### src/rtl/if_stage_ctrl_if.sv
// Instruction-memory fetch channel between the fetch controller and instruction memory.
// Handshake: a word transfers on any cycle where req && ready; addr must stay stable while req && !ready.
interface if_stage_ctrl_if;
  logic        req;
  logic [31:0] addr;
  logic        ready;
  logic [31:0] rdata;

  modport master (output req, output addr, input ready, input rdata);
  modport slave  (input req, input addr, output ready, output rdata);
endinterface

### src/rtl/if_stage_ctrl.sv
// Fetch-stage controller: owns the PC, the imem request and the IF/ID register, with a
// one-entry skid buffer so a word returned during a stall is parked rather than refetched.
module if_stage_ctrl #(
  parameter logic [31:0] RESET_PC  = 32'h0000_0000,
  parameter logic [31:0] NOP_INSTR = 32'h0000_0013
) (
  input  logic                  clk,
  input  logic                  rst_n,
  input  logic                  pc_write,
  input  logic                  ifid_write,
  input  logic                  branch_taken,
  input  logic [31:0]           branch_target,
  if_stage_ctrl_if.master       imem,
  output logic [31:0]           ifid_pc,
  output logic [31:0]           ifid_instr,
  output logic                  ifid_valid,
  output logic                  fetch_stall,
  output logic [1:0]            state_dbg
);

  typedef enum logic [1:0] {
    BOOT = 2'd0,
    RUN  = 2'd1,
    HELD = 2'd2
  } state_t;

  state_t      state;
  logic [31:0] pc;
  logic        req_q;
  logic [31:0] skid_pc;
  logic [31:0] skid_instr;

  logic stall;
  logic fetch_done;

  // The hazard unit drives both enables together; either one low is a stall.
  assign stall      = !pc_write || !ifid_write;
  assign fetch_done = req_q && imem.ready;

  assign imem.req    = req_q;
  assign imem.addr   = pc;
  assign fetch_stall = (state == RUN) && !imem.ready;
  assign state_dbg   = state;

  always_ff @(posedge clk) begin
    if (!rst_n) begin
      state      <= BOOT;
      pc         <= RESET_PC;
      req_q      <= 1'b0;
      ifid_pc    <= 32'h0;
      ifid_instr <= NOP_INSTR;
      ifid_valid <= 1'b0;
      skid_pc    <= 32'h0;
      skid_instr <= 32'h0;
    end else if (branch_taken) begin
      // Redirect squashes IF/ID, the skid and any word returning this cycle.
      state      <= RUN;
      pc         <= branch_target;
      req_q      <= 1'b1;
      ifid_pc    <= 32'h0;
      ifid_instr <= NOP_INSTR;
      ifid_valid <= 1'b0;
      skid_pc    <= 32'h0;
      skid_instr <= 32'h0;
    end else begin
      case (state)
        BOOT: begin
          state <= RUN;
          req_q <= 1'b1;
        end
        RUN: begin
          if (stall) begin
            if (fetch_done) begin
              // Park the returned word and move on so it is never fetched twice.
              skid_pc    <= pc;
              skid_instr <= imem.rdata;
              pc         <= pc + 32'd4;
              req_q      <= 1'b0;
              state      <= HELD;
            end
          end else if (fetch_done) begin
            ifid_pc    <= pc;
            ifid_instr <= imem.rdata;
            ifid_valid <= 1'b1;
            pc         <= pc + 32'd4;
          end else begin
            ifid_instr <= NOP_INSTR;
            ifid_valid <= 1'b0;
          end
        end
        HELD: begin
          if (!stall) begin
            ifid_pc    <= skid_pc;
            ifid_instr <= skid_instr;
            ifid_valid <= 1'b1;
            req_q      <= 1'b1;
            state      <= RUN;
          end
        end
        default: begin
          state <= BOOT;
          req_q <= 1'b0;
        end
      endcase
    end
  end

endmodule

### src/flat_wrapper.sv
// flat-port wrapper written by rule: the top's interface ports become plain ports
module if_stage_ctrl_flat 
#(
  parameter logic [31:0] RESET_PC  = 32'h0000_0000,
  parameter logic [31:0] NOP_INSTR = 32'h0000_0013
)
  (clk, rst_n, pc_write, ifid_write, branch_taken, branch_target, ifid_pc, ifid_instr, ifid_valid, fetch_stall, state_dbg, imem_req, imem_addr, imem_ready, imem_rdata);
  if_stage_ctrl_if imem_i ();
  input  logic clk;
  input  logic rst_n;
  input  logic pc_write;
  input  logic ifid_write;
  input  logic branch_taken;
  input  logic [31:0] branch_target;
  output logic [31:0] ifid_pc;
  output logic [31:0] ifid_instr;
  output logic ifid_valid;
  output logic fetch_stall;
  output logic [1:0] state_dbg;
  output wire logic [$bits(imem_i.req)-1:0] imem_req;
  output wire logic [$bits(imem_i.addr)-1:0] imem_addr;
  input wire logic [$bits(imem_i.ready)-1:0] imem_ready;
  input wire logic [$bits(imem_i.rdata)-1:0] imem_rdata;
  assign imem_req = imem_i.req;
  assign imem_addr = imem_i.addr;
  assign imem_i.ready = imem_ready;
  assign imem_i.rdata = imem_rdata;
  if_stage_ctrl #(.RESET_PC(RESET_PC), .NOP_INSTR(NOP_INSTR)) u_core (.clk(clk), .rst_n(rst_n), .pc_write(pc_write), .ifid_write(ifid_write), .branch_taken(branch_taken), .branch_target(branch_target), .imem(imem_i), .ifid_pc(ifid_pc), .ifid_instr(ifid_instr), .ifid_valid(ifid_valid), .fetch_stall(fetch_stall), .state_dbg(state_dbg));
endmodule
### config.mk
export PLATFORM = sky130hd
export DESIGN_NAME = if_stage_ctrl_flat
export DESIGN_NICKNAME = d
export VERILOG_FILES = /design/src/rtl/if_stage_ctrl_if.sv /design/src/rtl/if_stage_ctrl.sv /design/src/flat_wrapper.sv
export SDC_FILE = /design/constraint.sdc
export NUM_CORES = 1
export LEC_CHECK = 0
export CORE_MARGIN = 4
export CORE_UTILIZATION = 39
export DETAILED_ROUTE_END_ITERATION = 7
export PLACE_DENSITY = 0.66
export SLEW_MARGIN = 25
export SYNTH_ARGS = -nofsm -noshare
export SYNTH_HDL_FRONTEND = slang
export SYNTH_SLANG_ARGS = --single-unit
### constraint.sdc
create_clock -name clk -period 5.45 [get_ports clk]
set_clock_uncertainty 0.1 [all_clocks]
set_input_delay 1.09 -clock clk [delete_from_list [all_inputs] [get_ports clk]]
set_output_delay 1.09 -clock clk [all_outputs]
set_load 0.02 [all_outputs]
======== Word-level counts from Yosys, hierarchy flattened ========
Cells that the tools add are included.
word-level totals
  register bits after elaboration ......... 164
  input bits .............................. 70
  output and inout port bits .............. 101
  logic and storage cells ................. 61
cells by class
  $add $sub $neg .......................... 1
  equal/unequal tests ..................... 9
  multiplexer cells ....................... 24
  bitwise gates (word level) .............. 1
  reduce and logical (&&, ||, !) cells .... 17
operator list
  operator                 number
  $mux W32                 9
  $pmux W32 S2             2
  $add A32 B3 Y32 const B  1
  $reduce_and A3 Y1        4
  $mux W1                  7
  $mux W2                  3
  $ne A3 B2 Y1 const B     2
  $pmux W2 S3              1
  $reduce_bool A2 Y1       3
  $ne A2 B1 Y1 const B     2
  $ne A2 B2 Y1 const B     2
  $reduce_and A4 Y1        1
  $logic_not A1 Y1         3
  $ne A3 B3 Y1 const B     1
  $pmux W1 S3              1
  $eq A2 B1 Y1 const B     1
  $eq A2 B2 Y1 const B     1
  $logic_and A1 B1 Y1      2
  $logic_not A2 Y1         1
  $pmux W1 S2              1
  $reduce_and A2 Y1        1
  $reduce_or A2 Y1         1
  $logic_or A1 B1 Y1       1
  $not A1 Y1               1

======== Longest topological paths before layout ========
  depth after elaboration ................. 5
  mapped depth ............................ 8

======== Worst setup path before layout ========
OpenSTA, ideal clock, no wires.
  kind .................................... in2reg
  start ................................... input imem_ready
  end ..................................... register u_core.pc[29], in the netlist u_core.imem.addr[29]
  library setup time ...................... 74 ps
  data arrival time ....................... 2471 ps
  setup slack ............................. 2805 ps
  stages on the path ...................... 5
  cells stage by stage .................... nand4b_4 -> or4_4 -> buf_6 -> or4_1 -> a31oi_1
between the ends
  cells in the longest elaborated chain, start to end .. 3
RTL lines
  item                                 line                 source
  start, declared                      flat_wrapper.sv:22   input wire logic [$bits(imem_i.ready)-1:0] imem_ready;
  $logic_and A1 B1 Y1                  if_stage_ctrl.sv:38  assign fetch_done = req_q && imem.ready;
  $reduce_bool A2 Y1 (no source line)  n/a
  $reduce_and A2 Y1 (no source line)   n/a
  end signal, assigned                 if_stage_ctrl.sv:58  pc <= branch_target;
  end signal, assigned                 if_stage_ctrl.sv:77  pc <= pc + 32'd4;
  end signal, assigned                 if_stage_ctrl.sv:85  pc <= pc + 32'd4;
  end, declared                        if_stage_ctrl.sv:28  logic [31:0] pc;
Every way passes these cells.
A chain may end at the register's enable or synchronous reset.

======== Final worst setup path ========
  start ................................... input imem_ready
  end ..................................... output fetch_stall
between the ends
  cells in the longest elaborated chain, start to end .. 2
RTL lines
  item                 line                 source
  $logic_not A1 Y1     if_stage_ctrl.sv:42  assign fetch_stall = (state == RUN) && !imem.ready;
  $logic_and A1 B1 Y1  if_stage_ctrl.sv:42
  end, declared        flat_wrapper.sv:18   output logic fetch_stall;
Every way passes these cells.

==> flow_summary.ini <==
[final_layout]
drive_gt1_share_pct = 5.511
area_growth_pct = 35.52
utilization_pct = 53.62
fillCellCount = 1662
fin_area_sq_um = 9241
num-nets-final = 1056
diodes = 0

[yosys]
synth_top_area_share_pct = 48.15
synth_nets = 927
synthTopCellsByArea = dfxtp_1, nand2_1, a21oi_1, a311oi_1, nor2_1
synth-async-reset-ratio_pct = 0
synth_cell_types = 41
ys_seq_area_share_pct = 48.15
yosysMostFrequentCell = nand2_1
synth-warning-count = 0
synth_flop_cell = dfxtp_1
synth_common_cells = nand2_1, dfxtp_1, a21oi_1, nor2_1, clkbuf_1
synth_edf_count = 0
synth_top_area_cell = dfxtp_1
postSynthCellCount = 856
synth_area_sq_um = 6819
avgSynthCellArea_sq_um = 7.966
ys_ff_latch = 164

[worst_setup_path]
cpPeakStageDelay_ps = 650
cp-end-kind = output port
crit_type = primary input to output port
worstPathCellList = clkdlybuf4s50_1 > inv_1 > and2_1 > clkdlybuf4s50_1
crit_path_top_delay_cell = clkdlybuf4s50_1
cp.arrival_ps = 2520
crit_fanout = 6
crit_top_cell = clkdlybuf4s50_1
start_kind = primary input
cp.required_ps = 4260

[route]
first_pass_iters = 5
num_vias = 6619
post_drt_wl_per_cell_microns = 16.71
vias_per_cell = 5.412
drt_iter0_drc = 428
drtAntennaViolNets = 0
drt-total-wl_microns = 20440
drc_errors = 0

[clocking]
hold_buffers = 0
clkSlewWorstSetupHoldPaths_ps = 70
cts_buffer_depth = 2
cts_resized = 0
cts-root-buf = clkbuf_16
cts_tree = done
cts_setup_buffers = 0
cts_buffers = 17
clk_latency_ps = 430
htree_levels = 4
clkSinkCount = 164

[floorplan]
rows = 48
io_pins = 171
die_x_microns = 140.2
initial_core_util_pct = 39.56
die_h_microns = 140.2
die-area_sq_um = 19660
core_sq_um = 17240

[global_route]
grt_pass1_vias = 6206
antenna_found_initial = 0
grt_max_degree = 85
overflow = 0
grtUsageTotal_pct = 20.72
grt_pass1_wl_microns = 33220

[timing]
min_period_over_period_pct = 68.10
maxSlewViolCount = 0
period_needed_ps = 3712
max_slew_margin_pct = 36.08
tns_ps = 0
tightest_slew_ps = 958.8
rsz0062_at_grt = false
whs_ps = 355.0
fmax_mhz = 269.4
setup_viol = 0
hold_viol_final = 0

[power]
power.leakage_nw = 2.959
total_power_mw = 2.738
powerDensity_nw_per_um2 = 296.3
ir_drop_v = 0.0002364

[outcome]
status = finished, final reports clean

[placed_design]
dpl.hpwl_microns = 13120
postPlaceCellArea_sq_um = 8676
io_buffers = 170
gp_congestion = 0.8352

[min_path]
hold_class = flip-flop to flip-flop

[run]
max-cap-violations = 0
where the power goes:
| group | internal [mW] | leakage, nW | switching (mW) |
|---|---|---|---|
| registers | 1.23 | 1.33 | 0.0452 |
| clock network | 0.647 | 0.278 | 0.519 |
| logic | 0.136 | 1.35 | 0.161 |
kinds of logic after synthesis:
kind of cell,synth area share (%)
AO/OA/AOI/OAI,20.39
XOR/XNOR,1.284
adder cells (fa/ha/maj),0.1835
buffers and inverters,4.477
flip-flops,48.15
multiplexers,0.4404
AND/OR/NAND/NOR,25.08
sequential cells by signal (all words and copies together) (netlist names):
| name | cells |
|---|---|
| u_core.ifid_instr | 32 |
| u_core.ifid_pc | 32 |
| u_core.imem.addr | 32 |
| u_core.skid_instr | 32 |
| u_core.skid_pc | 32 |
| u_core.state_dbg | 2 |
| u_core.ifid_valid | 1 |
| u_core.imem.req | 1 |
per-stage QoR:
| stage | setup slack, ps | cells |
|---|---|---|
| floorplan | 2805 | 856 |
| global placement | 1758 | 1191 |
| detailed placement | 1714 | 1191 |
| CTS | 1744 | 1223 |
| global route | 1683 | 1223 |
| finish | 1738 | 1223 |
worst paths after layout:
| kind | start | end | slack [ps] | depth (start not counted) |
|---|---|---|---|---|
| max reg2reg | u_core.state_dbg[0] | u_core.imem.addr[16] | 2770 | 4 |
| min reg2reg | u_core.skid_pc[4] | u_core.skid_pc[4] | 350 | 2 |
| max | imem_ready | fetch_stall | 1740 | 4 |
| min | u_core.skid_pc[4] | u_core.skid_pc[4] | 350 | 2 |
cells in the final DEF, fill, tap and decap left out, types with 20 or more instances in the layout:
| cell type | n |
|---|---|
| o21ai_0 | 31 |
| a21oi_1 | 73 |
| nor2_1 | 70 |
| nand2_1 | 209 |
| nand3_1 | 20 |
| a311oi_1 | 33 |
| clkdlybuf4s50_1 | 170 |
| dfxtp_1 | 164 |
| nor3_1 | 32 |
| a221oi_1 | 29 |
cell type report:
class | count | area [sq um] | share of cell area (%)
multi-input cells | 614 | 3284 | 35.54
flip-flops and latches | 164 | 3283 | 35.53
repair buffers | 182 | 1804 | 19.52
clock buffers | 18 | 439.2 | 4.752
well taps | 225 | 281.5 | 3.046
clock inverters | 14 | 126.4 | 1.367
inverters | 6 | 22.52 | 0.2437
layer usage:
metal / wire length [microns] / vias to the layer above / global-route usage, %
met5: 0 / - / 0
met4: 179 / 0 / 5.150
li1: - / 3310 / -
met3: 1382 / 15 / 5.292
met1: 9622 / 3069 / 28.40
met2: 9250 / 225 / 32.79
worst max-delay path: cells and delay by family:
kind / cells / cell delay (ps)
buffers and inverters: 3 / 1300
and+or+nand+nor: 1 / 130
Note: power is estimated with default switching activity, not from simulation.
